<file path="config.mk">
export PLATFORM = sky130hd
export DESIGN_NAME = alu_seq_flat
export DESIGN_NICKNAME = d
export VERILOG_FILES = /design/src/rtl/alu_seq_if.sv /design/src/rtl/alu_seq.sv /design/src/flat_wrapper.sv
export SDC_FILE = /design/constraint.sdc
export NUM_CORES = 1
export LEC_CHECK = 0
export ABC_CLOCK_PERIOD_IN_PS = 4000
export CORE_MARGIN = 4
export CORE_UTILIZATION = 51
export CTS_BUF_LIST = sky130_fd_sc_hd__clkbuf_4
export CTS_CLUSTER_DIAMETER = 80
export CTS_CLUSTER_SIZE = 28
export DETAILED_ROUTE_END_ITERATION = 12
export GPL_TIMING_DRIVEN = 0
export PLACE_DENSITY = 0.77
export SYNTH_ARGS = -nofsm -noshare
export SYNTH_HDL_FRONTEND = slang
export SYNTH_SLANG_ARGS = --single-unit
</file>
<file path="constraint.sdc">
create_clock -name i_clk -period 4 [get_ports i_clk]
set_input_delay 0.6 -clock i_clk [delete_from_list [all_inputs] [get_ports i_clk]]
set_output_delay 0.6 -clock i_clk [all_outputs]
set_load 0.05 [all_outputs]
</file>
<file path="src/rtl/alu_seq_if.sv">
// Operand/result bundle for alu_seq.
// Two valid/ready handshakes share the same rule: a transfer happens on a
// rising edge where the sender's valid and the receiver's ready are both high;
// valid does not wait for ready.
// The handshakes are i_valid/o_ready (operation in) and o_valid/i_ready (result out).
// dbg_state mirrors the controller state for checkers.
interface alu_seq_if #(
    parameter int DATA_WIDTH = 8,
    parameter int MODE_WIDTH = 6
);
    logic                  i_valid;
    logic                  o_ready;
    logic [DATA_WIDTH-1:0] i_A;
    logic [DATA_WIDTH-1:0] i_B;
    logic [MODE_WIDTH-1:0] i_mode;
    logic                  o_valid;
    logic                  i_ready;
    logic [DATA_WIDTH-1:0] o_result;
    logic [3:0]            o_flags;
    logic [1:0]            dbg_state;

    modport master (
        output i_valid, i_A, i_B, i_mode, i_ready,
        input  o_ready, o_valid, o_result, o_flags, dbg_state
    );

    modport slave (
        input  i_valid, i_A, i_B, i_mode, i_ready,
        output o_ready, o_valid, o_result, o_flags, dbg_state
    );
endinterface

</file>
<file path="src/rtl/alu_seq.sv">
// Sequential ALU: handshake-accepted operation, registered result, and
// shifts performed one bit per cycle instead of with a barrel shifter.
// Optional feature macro: ALU_FLAGS_EN builds the {N,Z,C,V} flag register;
// without it o_flags is constant zero.
module alu_seq #(
    parameter int DATA_WIDTH = 8,
    parameter int MODE_WIDTH = 6,
    parameter int SHAMT_W    = $clog2(DATA_WIDTH)
) (
    input  logic      i_clk,
    input  logic      i_rst,
    alu_seq_if.slave  bus
);
    localparam int MSB = DATA_WIDTH - 1;

    localparam logic [MODE_WIDTH-1:0] OP_ADD = MODE_WIDTH'(6'b100000);
    localparam logic [MODE_WIDTH-1:0] OP_SUB = MODE_WIDTH'(6'b100010);
    localparam logic [MODE_WIDTH-1:0] OP_AND = MODE_WIDTH'(6'b100100);
    localparam logic [MODE_WIDTH-1:0] OP_OR  = MODE_WIDTH'(6'b100101);
    localparam logic [MODE_WIDTH-1:0] OP_XOR = MODE_WIDTH'(6'b100110);
    localparam logic [MODE_WIDTH-1:0] OP_NOR = MODE_WIDTH'(6'b100111);
    localparam logic [MODE_WIDTH-1:0] OP_SRA = MODE_WIDTH'(6'b000011);
    localparam logic [MODE_WIDTH-1:0] OP_SRL = MODE_WIDTH'(6'b000010);
    localparam logic [MODE_WIDTH-1:0] OP_SLL = MODE_WIDTH'(6'b000000);

`ifdef ALU_FLAGS_EN
    // One extra bit carries the ADD carry-out / SUB borrow.
    localparam int EXT_W = DATA_WIDTH + 1;
`else
    localparam int EXT_W = DATA_WIDTH;
`endif

    typedef enum logic [1:0] {
        S_IDLE  = 2'd0,
        S_SHIFT = 2'd1,
        S_DONE  = 2'd2
    } state_t;

    state_t                state_q, state_d;
    logic [DATA_WIDTH-1:0] work_q, shift_next;
    logic [SHAMT_W-1:0]    cnt_q;
    logic [MODE_WIDTH-1:0] op_q;
    logic [DATA_WIDTH-1:0] result_q, acc_res;
    logic [EXT_W-1:0]      sum, diff;
    logic [SHAMT_W-1:0]    shamt;
    logic                  accept, is_shift, go_shift, last_shift;

    assign shamt      = bus.i_B[SHAMT_W-1:0];
    assign accept     = bus.i_valid && (state_q == S_IDLE);
    assign is_shift   = (bus.i_mode == OP_SLL) || (bus.i_mode == OP_SRL) || (bus.i_mode == OP_SRA);
    assign go_shift   = is_shift && (shamt != '0);
    assign last_shift = (cnt_q == SHAMT_W'(1));
    assign sum        = EXT_W'(bus.i_A) + EXT_W'(bus.i_B);
    assign diff       = EXT_W'(bus.i_A) - EXT_W'(bus.i_B);

    assign bus.o_ready   = (state_q == S_IDLE);
    assign bus.o_valid   = (state_q == S_DONE);
    assign bus.o_result  = result_q;
    assign bus.dbg_state = state_q;

    // State register.
    always_ff @(posedge i_clk) begin
        if (i_rst) state_q <= S_IDLE;
        else       state_q <= state_d;
    end

    // Next-state decode.
    always_comb begin
        state_d = state_q;
        case (state_q)
            S_IDLE:  if (accept) state_d = go_shift ? S_SHIFT : S_DONE;
            S_SHIFT: if (last_shift) state_d = S_DONE;
            S_DONE:  if (bus.i_ready) state_d = S_IDLE;
            default: state_d = S_IDLE;
        endcase
    end

    // Single-cycle result for the operation presented at accept; shifts
    // with a zero amount pass A through.
    always_comb begin
        acc_res = '0;
        case (bus.i_mode)
            OP_ADD:                 acc_res = sum[MSB:0];
            OP_SUB:                 acc_res = diff[MSB:0];
            OP_AND:                 acc_res = bus.i_A & bus.i_B;
            OP_OR:                  acc_res = bus.i_A | bus.i_B;
            OP_XOR:                 acc_res = bus.i_A ^ bus.i_B;
            OP_NOR:                 acc_res = ~(bus.i_A | bus.i_B);
            OP_SRA, OP_SRL, OP_SLL: acc_res = bus.i_A;
            default:                acc_res = '0;
        endcase
    end

    // One-bit step of the iterative shifter.
    always_comb begin
        shift_next = {1'b0, work_q[MSB:1]};
        if (op_q == OP_SLL)      shift_next = {work_q[MSB-1:0], 1'b0};
        else if (op_q == OP_SRA) shift_next = {work_q[MSB], work_q[MSB:1]};
    end

`ifdef ALU_FLAGS_EN
    logic [3:0] flags_q, acc_flags;
    logic       shift_out;

    assign bus.o_flags = flags_q;

    // Bit leaving the work register on this shift step.
    always_comb begin
        shift_out = (op_q == OP_SLL) ? work_q[MSB] : work_q[0];
    end

    // Flags for the single-cycle path; unknown opcodes report all zeros.
    always_comb begin
        acc_flags = 4'b0000;
        case (bus.i_mode)
            OP_ADD: acc_flags = {acc_res[MSB], acc_res == '0, sum[DATA_WIDTH],
                                 (bus.i_A[MSB] == bus.i_B[MSB]) && (acc_res[MSB] != bus.i_A[MSB])};
            OP_SUB: acc_flags = {acc_res[MSB], acc_res == '0, diff[DATA_WIDTH],
                                 (bus.i_A[MSB] != bus.i_B[MSB]) && (acc_res[MSB] != bus.i_A[MSB])};
            OP_AND, OP_OR, OP_XOR, OP_NOR, OP_SRA, OP_SRL, OP_SLL:
                    acc_flags = {acc_res[MSB], acc_res == '0, 2'b00};
            default: acc_flags = 4'b0000;
        endcase
    end
`else
    assign bus.o_flags = 4'b0000;
`endif

    // Operand capture, shift iteration and result/flag registers.
    always_ff @(posedge i_clk) begin
        if (i_rst) begin
            result_q <= '0;
            work_q   <= '0;
            cnt_q    <= '0;
            op_q     <= '0;
`ifdef ALU_FLAGS_EN
            flags_q  <= 4'b0000;
`endif
        end else begin
            case (state_q)
                S_IDLE: begin
                    if (accept) begin
                        op_q   <= bus.i_mode;
                        work_q <= bus.i_A;
                        cnt_q  <= shamt;
                        if (!go_shift) begin
                            result_q <= acc_res;
`ifdef ALU_FLAGS_EN
                            flags_q  <= acc_flags;
`endif
                        end
                    end
                end
                S_SHIFT: begin
                    work_q <= shift_next;
                    cnt_q  <= cnt_q - SHAMT_W'(1);
                    if (last_shift) begin
                        result_q <= shift_next;
`ifdef ALU_FLAGS_EN
                        flags_q  <= {shift_next[MSB], shift_next == '0, shift_out, 1'b0};
`endif
                    end
                end
                default: ;
            endcase
        end
    end
endmodule
</file>
<file path="src/flat_wrapper.sv">
// flat-port wrapper written by rule: the top's interface ports become plain ports
module alu_seq_flat 
#(
    parameter int DATA_WIDTH = 8,
    parameter int MODE_WIDTH = 6,
    parameter int SHAMT_W    = $clog2(DATA_WIDTH)
)
  (i_clk, i_rst, bus_i_valid, bus_i_A, bus_i_B, bus_i_mode, bus_i_ready, bus_o_ready, bus_o_valid, bus_o_result, bus_o_flags, bus_dbg_state);
  alu_seq_if #(.DATA_WIDTH(DATA_WIDTH), .MODE_WIDTH(MODE_WIDTH)) bus_i ();
  input  logic i_clk;
  input  logic i_rst;
  input wire logic [$bits(bus_i.i_valid)-1:0] bus_i_valid;
  input wire logic [$bits(bus_i.i_A)-1:0] bus_i_A;
  input wire logic [$bits(bus_i.i_B)-1:0] bus_i_B;
  input wire logic [$bits(bus_i.i_mode)-1:0] bus_i_mode;
  input wire logic [$bits(bus_i.i_ready)-1:0] bus_i_ready;
  output wire logic [$bits(bus_i.o_ready)-1:0] bus_o_ready;
  output wire logic [$bits(bus_i.o_valid)-1:0] bus_o_valid;
  output wire logic [$bits(bus_i.o_result)-1:0] bus_o_result;
  output wire logic [$bits(bus_i.o_flags)-1:0] bus_o_flags;
  output wire logic [$bits(bus_i.dbg_state)-1:0] bus_dbg_state;
  assign bus_i.i_valid = bus_i_valid;
  assign bus_i.i_A = bus_i_A;
  assign bus_i.i_B = bus_i_B;
  assign bus_i.i_mode = bus_i_mode;
  assign bus_i.i_ready = bus_i_ready;
  assign bus_o_ready = bus_i.o_ready;
  assign bus_o_valid = bus_i.o_valid;
  assign bus_o_result = bus_i.o_result;
  assign bus_o_flags = bus_i.o_flags;
  assign bus_dbg_state = bus_i.dbg_state;
  alu_seq #(.DATA_WIDTH(DATA_WIDTH), .MODE_WIDTH(MODE_WIDTH), .SHAMT_W(SHAMT_W)) u_core (.i_clk(i_clk), .i_rst(i_rst), .bus(bus_i));
endmodule
</file>
After elaboration in Yosys (flattened, before gate mapping)
Cells that the tools add are included.

Equality and inequality tests: 16. Bitwise gates (word level): 4. Reductions and logical operators: 14. Add/subtract/negate cells: 3. Mux-type cells: 16.

Operator list (count): 8-bit one-hot mux with 7 select lines (1); 8-bit 2-to-1 mux (6); 6-bit == test (second input constant) (6); 8-bit one-hot mux with 2 select lines (2); 6-bit by 2-bit == test with 1-bit output (second input constant) (3); 6-bit logical NOT (2); 8-bit adder (1); 8-bit AND (1); 2-bit 2-to-1 mux (4); 8-bit inverter (1); 8-bit OR (1); 8-bit subtractor (1); 8-bit XOR (1); 2-bit one-hot mux with 3 select lines (1); 3-bit one-hot mux with 2 select lines (1); 2-bit by 1-bit != test with 1-bit output (second input constant) (2); 2-bit != test (second input constant) (2); 2-bit AND reduction (2); 4-bit AND reduction (1); 3-bit by 1-bit == test with 1-bit output (second input constant) (1); 3-bit 2-to-1 mux (1); 3-bit AND reduction (1); 3-bit nonzero test (1); 3-bit OR reduction (1); other kinds (7) (9).

Output and inout bits: 16. Register bits after elaboration: 27.

Logic depth before layout (Yosys ltp)
Gate-level depths: netlist of run 1.

Word-level depth: 7. Mapped depth: 13. Gate-level depth less buffers: 12.

Least setup slack after synthesis of run 1
OpenSTA, ideal clock, no wires.

Kind: input to register. Start: input bus_i_mode[1]. End: register u_core.result_q[5] (netlist: u_core.bus.o_result[5]). Data required time: 3.868 ns. Data arrival time: 2.846 ns. Cell stages on the path: 12. Setup slack: 1.022 ns. Buffers on the path: 1. Cell sequence: clkbuf_1 nor2b_1 nand3_1 o31ai_1 xnor2_1 ha_1 and3_1 a21oi_1 nand3b_1 xor2_1 a2111oi_2 nor3_1.

Longest elaborated chain between the ends: 6. Elaborated cells on any way between the ends: 19. Those cells by class: 9 x eq/ne; 4 x mux; 6 x reduce/logical.

RTL lines: from (decl) (RTL line flat_wrapper.sv:15) `input wire logic [$bits(bus_i.i_mode)-1:0] bus_i_mode;`; 6-bit by 2-bit == test with 1-bit output / 6-bit logical NOT (equally long branches) (RTL line alu_seq.sv:50, alu_seq.sv:82); 3-bit OR reduction / 1-bit logical OR (equally long branches) (RTL line alu_seq.sv:82, alu_seq.sv:50); 8-bit one-hot mux with 7 select lines / 1-bit logical OR (equally long branches) (RTL line alu_seq.sv:82, alu_seq.sv:50); 8-bit 2-to-1 mux / 1-bit logical AND (equally long branches) (RTL line alu_seq.sv:146, alu_seq.sv:51); 8-bit 2-to-1 mux / 2-bit != test (equally long branches); 8-bit one-hot mux with 2 select lines / 4-bit AND reduction (equally long branches); to (signal assigned) (RTL line alu_seq.sv:147) `result_q <= acc_res;`; to (signal assigned) (RTL line alu_seq.sv:158) `result_q <= shift_next;`; to (decl) (RTL line alu_seq.sv:43) `logic [DATA_WIDTH-1:0] result_q, acc_res;`.

Several ways; a longest one is shown, not always the timed one. The select of a mux whose other input is x is not followed. A chain may end at the register's enable or synchronous reset.

Final worst setup path of run 1
Start: input bus_i_mode[2]. End: register u_core.result_q[5] (netlist: u_core.bus.o_result[5]).

Same word-level chain as after synthesis.

==> results of run 1 <==
## synth_stat cells (2+ instances only)
library cell,number
o211ai_1,3
buf_4,4
nand2b_1,6
o21a_1,4
xnor2_1,12
a31oi_1,2
ha_1,27
dfxtp_1,27
nor3_1,12
nand3b_1,3
o21ai_0,12
nand2_1,31
nand3_1,5
a221oi_1,3
nor2b_1,5
o2111ai_1,2
buf_2,3
a22oi_1,9
a211oi_1,6
xor2_1,5
inv_1,20
or3_1,4
o31ai_1,4
nor2_1,34
a21oi_1,21
and2_1,3
clkbuf_1,13
a22o_1,5
o22ai_1,4
mux2i_1,9
## path summary, 6_finish.rpt
path                      startpoint                     end
min reg2reg           u_core.op_q[4]          u_core.op_q[4]
max                    bus_i_mode[2]  u_core.bus.o_result[5]
max reg2reg  u_core.bus.dbg_state[0]  u_core.bus.o_result[5]
min                   u_core.op_q[4]          u_core.op_q[4]
## per-layer routing
layer,up-vias,wire length [µm]
li1,1208,-
met1,1111,2990
met2,80,3134
met3,12,429
met4,0,109
met5,-,0
## cell type report
type / instances / share of cell area
multi-input combinational: 254 / 0.5984
tap: 52 / 0.02265
clock buffer: 4 / 0.01045
timing repair buffer: 33 / 0.1150
sequential: 27 / 0.1882
inverter: 20 / 0.02613
buffer: 22 / 0.03920
## worst register-to-register path, cell delays in order, from the launching register on
cell,delay [ns]
dfxtp_1,0.41
clkbuf_1,0.36
nor2b_1,0.43
nor3_1,0.09
o21ai_0,0.26
a21oi_1,0.11
a2111oi_2,0.38
nor3_1,0.09
## report_power, final
group          leakage (nW)  internal, mW  switching (mW)
clock network        0.0184        0.0460          0.0876
logic                 0.953         0.125           0.175
registers             0.222         0.288          0.0129
total                  1.19         0.459           0.275
## stage by stage
| step | utilization | worst slack (ns) |
|---|---|---|
| 2_1_floorplan | - | 1.022 |
| 3_3_place_gp | 0.6353 | 0.3221 |
| 3_5_place_dp | 0.6353 | 0.2560 |
| 4_1_cts | 0.6421 | 0.6181 |
| 5_1_grt | 0.6421 | 0.3368 |
| 6_report | 0.6421 | 0.6002 |
## cell usage in the layout (no fill, tap or decap), drive strengths merged, types with 2 or more instances in the layout
master	n
clkdlybuf4s50	33
a21oi	21
a22o	5
o211ai	3
clkbuf	18
a22oi	9
xor2	5
a31oi	2
nor3	13
nand2b	6
nand3	5
dfxtp	27
o2111ai	2
conb	4
buf	8
mux2i	9
and2	3
o21ai	12
nor2b	5
o22ai	4
inv	20
ha	27
nand3b	3
or3	4
a221oi	3
a211oi	6
o21a	4
xnor2	12
nand2	31
nor2	34
o31ai	4
## registers in the layout (all words and copies together) (netlist names)
| signal | cells |
|---|---|
| u_core.cnt_q | 3 |
| u_core.bus.o_result | 8 |
| u_core.work_q | 8 |
| u_core.op_q | 6 |
| u_core.bus.dbg_state | 2 |
## logic make-up (layout without fill, tap and decap cells)
logic type               Yosys count  after routing  share of synthesized area
AO/OA/AOI/OAI                     85             85                     0.2373
XOR/XNOR                          17             17                    0.06112
adder cells (fa/ha/maj)           28             28                     0.1469
buffers and inverters             42             79                    0.07704
flip-flops                        27             27                     0.2219
multiplexers                      10             10                    0.04160
other                              1              4                   0.001539
AND/OR/NAND/NOR                  110            110                     0.2126
==> results.sh, run 1 <==
export IMPL_grt_overflow_total=0
export IMPL_dpl_cell_count=408
export IMPL_multi_input_area_um2=1719
export IMPL_synth_ff_type="dfxtp_1"
export IMPL_dr_pass1_iters=4
export IMPL_clock_latency_ns=0.34
export IMPL_core_area_um2=4474
export IMPL_diodes=0
export IMPL_grt_pass1_vias=2334
export IMPL_crit_type="in2reg"
export IMPL_cp_depth=13
export IMPL_synth_edf_count=0
export IMPL_critical_path_top_delay_family="simple AND/OR/NAND/NOR gates"
export IMPL_ir_drop_mv=0.1465
export IMPL_ys_top_cells_by_area="dfxtp_1 (22%), ha_1 (14%), nor2_1 (5.2%)"
export IMPL_cts_resized=0
export IMPL_clk_pin_slew_ns=0.15
export IMPL_cp_num_buf_inv=2
export IMPL_ys_seq_elements=27
export IMPL_n_fill_cell=421
export IMPL_worstPathRequired_ns=4.23
export IMPL_maxCapViolCount=0
export IMPL_grtUsageTotal=0.2277
export IMPL_initial_core_util=0.5445
export IMPL_wl_per_cell_um=16.17
export IMPL_syn2layout_area_growth_pct=17.93
export IMPL_drtAntennaViolNets=0
export IMPL_worst_path_max_fanout=9
export IMPL_ys_warn_count=0
export IMPL_use_met2=0.3902
export IMPL_met1_usage=0.2912
export IMPL_finalSetupTns_ns=0
export IMPL_max_slew_worst_pin_slew_ns=0.6251
export IMPL_routed_via_density=5.852
export IMPL_htreeDepth=1
export IMPL_finalHoldViolCount=0
export IMPL_max_freq_mhz=294.1
export IMPL_worstPathCellList="clkdlybuf4s50_1 > nor3_1 > nand3_1 > nor2_1 > a21o_1 > inv_1 > ha_1 > nor2b_1 > o2111ai_1 > nand3b_1 > xor2_1 > a2111oi_2 > nor3_1"
export IMPL_outcome="finished clean"
export IMPL_cts_buffers=3
export IMPL_cts_root_buf="clkbuf_4"
export IMPL_die_w_um=77.12
export IMPL_place_congestion=0.8703
export IMPL_finalCritPeriodShare=0.8500
export IMPL_slew_headroom=0.5789
export IMPL_finalSetupViolations=0
export IMPL_hold_buffers=0
export IMPL_cp_start_kind="primary input"
export IMPL_post_cts_setup_buffers=0
export IMPL_cts_tree="done"
export IMPL_placed_area_um2=2843
export IMPL_reg2reg_depth=7
export IMPL_hpwl_um=5257
export IMPL_async_flop_share=0
export IMPL_nets=415
export IMPL_fin_cells=412
export IMPL_final_layout_size_suffix_gt1_frac=0.05000
export IMPL_grt_busiest_layer="met2"
export IMPL_min_period_ns=3.400
export IMPL_cts_num_sinks=27
export IMPL_cp_data_arrival_time_ns=3.63
export IMPL_crit_top_cell="nor3_1"
export IMPL_drv_slew=0
export IMPL_rsz0062_at_grt="no"
export IMPL_cpPeakStageDelay_ns=0.52
export IMPL_grt_start_max_net_pins=15
export IMPL_met3_usage=0.03981
export IMPL_yosysTopAreaCell="dfxtp_1"
export IMPL_min_path_cells=2
export IMPL_total_power_uw=734.5
export IMPL_synth_seq_area_share=0.2219
export IMPL_die_h_um=77.12
export IMPL_grt_pass1_wl_um=10970
export IMPL_avgSynthCellArea_um2=7.613
export IMPL_synth_top_area_frac=0.2219
export IMPL_clock_path_buffers=2
export IMPL_drc=0
export IMPL_synth_distinct_cells=52
export IMPL_hp_class="reg2reg"
export IMPL_num_rows=24
export IMPL_clock_skew_ns=0.002578
export IMPL_p_per_area_nw_per_um2=255.7
export IMPL_critPathSlowestCell="clkdlybuf4s50_1"
export IMPL_port_buffers=33
export IMPL_synth_cells=320
export IMPL_io_pins=42
export IMPL_cp_end_kind="register"
export IMPL_p_leak_nw=1.193
export IMPL_antenna_found_initial=0
export IMPL_final_area_um2=2873
export IMPL_regToRegSetupSlack_ns=1.77
export IMPL_drtIter0Drc=203
export IMPL_vias=2411
export IMPL_routed_wl_um=6664
export IMPL_dieArea_um2=5947
export IMPL_syn_cell_area_um2=2436
export IMPL_timing_hold_ws_ns=0.4659
export IMPL_regArea_um2=540.5
(Power assumes the default switching activity.)
==> inputs of run 2 (changes only) <==
--- a/config.mk
+++ b/config.mk
@@ -5,15 +5,15 @@
 export SDC_FILE = /design/constraint.sdc
 export NUM_CORES = 1
 export LEC_CHECK = 0
-export ABC_CLOCK_PERIOD_IN_PS = 4000
+export ABC_CLOCK_PERIOD_IN_PS = 2800
 export CORE_MARGIN = 4
-export CORE_UTILIZATION = 51
+export CORE_UTILIZATION = 50
 export CTS_BUF_LIST = sky130_fd_sc_hd__clkbuf_4
 export CTS_CLUSTER_DIAMETER = 80
 export CTS_CLUSTER_SIZE = 28
 export DETAILED_ROUTE_END_ITERATION = 12
 export GPL_TIMING_DRIVEN = 0
-export PLACE_DENSITY = 0.77
+export PLACE_DENSITY = 0.79
 export SYNTH_ARGS = -nofsm -noshare
 export SYNTH_HDL_FRONTEND = slang
 export SYNTH_SLANG_ARGS = --single-unit
==> constraint.sdc (replaced) <==
create_clock -name i_clk -period 2.8 [get_ports i_clk]
set_input_delay 0.42 -clock i_clk [delete_from_list [all_inputs] [get_ports i_clk]]
set_output_delay 0.42 -clock i_clk [all_outputs]
set_load 0.05 [all_outputs]
==> run 2 against run 1 <==
  * Largest power group is now combinational logic
  * Wire length up 1.6%
  * Worst setup slack worse by 0.43 ns
  * Cell count up 4.6%
  * Cell area up 2.4%
  * Non-clock buffer count up 4
  * First-iteration DRC count up 2.5%
  * Die area up 1.8%
==> results.sh, run 2 (synthesis results as in run 1) <==
export IMPL_die_h_um=77.80
export IMPL_final_layout_size_suffix_gt1_frac=0.08791
export IMPL_dieArea_um2=6053
export IMPL_clk_pin_slew_ns=0.16
export IMPL_io_pins=42
export IMPL_cp_endpoint="bus_o_valid"
export IMPL_hp_class="in2reg"
export IMPL_slew_headroom=0.6319
export IMPL_htreeDepth=1
export IMPL_antenna_found_initial=0
export IMPL_layout_commonest_cell="nor2_1"
export IMPL_grt_pass1_wl_um=11140
export IMPL_seqPwrFrac=0.411
export IMPL_grt_pass1_vias=2456
export IMPL_reg2reg_to="u_core.work_q[0]"
export IMPL_initial_core_util=0.5158
export IMPL_fin_cells=431
export IMPL_crit_path_start="u_core.bus.dbg_state[1]"
export IMPL_num_rows=25
export IMPL_die_w_um=77.80
export IMPL_dr_pass1_iters=5
export IMPL_finalCritPeriodShare=0.9379
export IMPL_p_leak_nw=1.228
export IMPL_max_slew_worst_pin_slew_ns=0.5491
export IMPL_finalHoldViolCount=0
export IMPL_n_fill_cell=438
export IMPL_cp_data_arrival_time_ns=2.21
export IMPL_cts_num_sinks=27
export IMPL_reg2reg_depth=7
export IMPL_max_freq_mhz=380.8
export IMPL_timing_hold_ws_ns=0.3679
export IMPL_clock_latency_ns=0.34
export IMPL_drv_slew=0
export IMPL_power_internal_uw=645.4
export IMPL_core_area_um2=4723
export IMPL_wl_per_cell_um=15.71
export IMPL_regToRegSetupSlack_ns=0.63
export IMPL_drtIter0Drc=208
export IMPL_finalSetupViolations=0
export IMPL_routed_via_density=5.794
export IMPL_combPwrFrac=0.416
export IMPL_syn2layout_area_growth_pct=20.75
export IMPL_p_sw_frac=0.3840
export IMPL_rr_startpoint="u_core.bus.dbg_state[0]"
export IMPL_nets=419
export IMPL_p_per_area_nw_per_um2=356.2
export IMPL_dpl_cell_count=423
export IMPL_clock_path_buffers=2
export IMPL_diodes=0
export IMPL_hpwl_um=5270
export IMPL_grt_start_max_net_pins=17
export IMPL_port_buffers=33
export IMPL_layout_common_cells="nor2_1 (33), nand2_1 (31), ha_1 (27), dfxtp_1 (27), clkdlybuf4s50_1 (26)"
export IMPL_maxCapViolCount=0
export IMPL_drtAntennaViolNets=0
export IMPL_routed_wl_um=6770
export IMPL_pwr_share_clk=0.172
export IMPL_cts_buffers=3
export IMPL_grtUsageTotal=0.2249
export IMPL_outcome="finished clean"
export IMPL_drc=0
export IMPL_clock_skew_ns=0.007860
export IMPL_cp_end_kind="output pin"
export IMPL_ir_drop_mv=0.2249
export IMPL_vias=2497
export IMPL_grt_overflow_total=0
export IMPL_worst_path_max_fanout=10
export IMPL_min_period_ns=2.626
export IMPL_cts_tree="done"
export IMPL_place_congestion=0.8519
export IMPL_worstPathRequired_ns=2.38
export IMPL_min_path_cells=3
export IMPL_cts_root_buf="clkbuf_4"
export IMPL_hold_buffers=0
export IMPL_rsz0062_at_grt="no"
export IMPL_crit_type="reg2out"
export IMPL_cp_start_kind="register"
export IMPL_switchingPower_uw=402.4
[run 2: cell count changes in the layout (fill, tap and decap cells not counted), sizes merged]
cell	change
buf	+4
clkbuf	+1
clkinvlp	+1
dlymetal6s2s	+1
clkdlybuf4s15	+1
clkdlybuf4s50	-7
dlygate4sd2	+3
[run 2: worst min-delay path by stage]
stage,start,endpoint,slack [ns]
detailed placement,u_core.cnt_q[1],u_core.cnt_q[1],0.45
CTS,bus_i_mode[5],u_core.op_q[5],0.44
global placement,u_core.cnt_q[1],u_core.cnt_q[1],0.44
floorplan,u_core.op_q[5],u_core.op_q[5],0.43
finish,bus_i_mode[2],u_core.op_q[2],0.37
global route,bus_i_mode[2],u_core.op_q[2],0.37
[run 2: worst max-delay path: stages (launching register included)]
cell             delay [ns]
dfxtp_1                0.42
clkbuf_1               0.37
nor2b_1                0.24
clkdlybuf4s50_1        0.83
[run 2: metal layers]
layer,part of all wire,vias to the layer above,global-route usage
met3,0.075,14,0.05220
met2,0.48,111,0.3810
met4,0.014,0,0.05516
met1,0.43,1158,0.2866
li1,-,1214,-
met5,0,-,0
[run 2: area by class of cell]
cell class	instances	area (µm²)	share of cell area
timing repair buffer	37	349.1	0.1187
inverter	20	75.07	0.02552
tap	67	83.83	0.02850
sequential	27	540.5	0.1838
clock buffer	3	22.52	0.007656
buffer	22	113.9	0.03871
multi-input combinational	254	1749	0.5946
clock inverter	1	7.507	0.002552
[run 2: repair_timing]
| action | 4_1_cts | 5_1_grt |
|---|---|---|
| endpoints found under the setup margin | 5 | 2 |
| pin swaps | 2 | 7 |
| setup buffers | 3 | 1 |
| gates cloned | 0 | 0 |
| resized for setup | 11 | 10 |
| hold endpoints to repair | 0 | 0 |
[run 2: power groups by stage]
stage,clock (mW),sequential [mW],combinational (mW)
floorplan,0,0.459,0.274
global placement,0,0.437,0.417
detailed placement,0,0.439,0.426
CTS,0.184,0.430,0.432
global route,0.200,0.435,0.480
finish,0.180,0.431,0.436
[run 2: metrics by stage]
step                setup slack, ns  TNS [ns]  instance area (µm²)    util  power [mW]
floorplan                  0.002341         0                 2447       -      0.7330
global placement            -0.6534    -2.991                 2861  0.6058      0.8545
detailed placement          -0.7477    -3.333                 2861  0.6058      0.8645
CTS                          0.1108         0                 2929  0.6201       1.046
global route                0.01004         0                 2942  0.6228       1.114
finish                       0.1738         0                 2942  0.6228       1.048
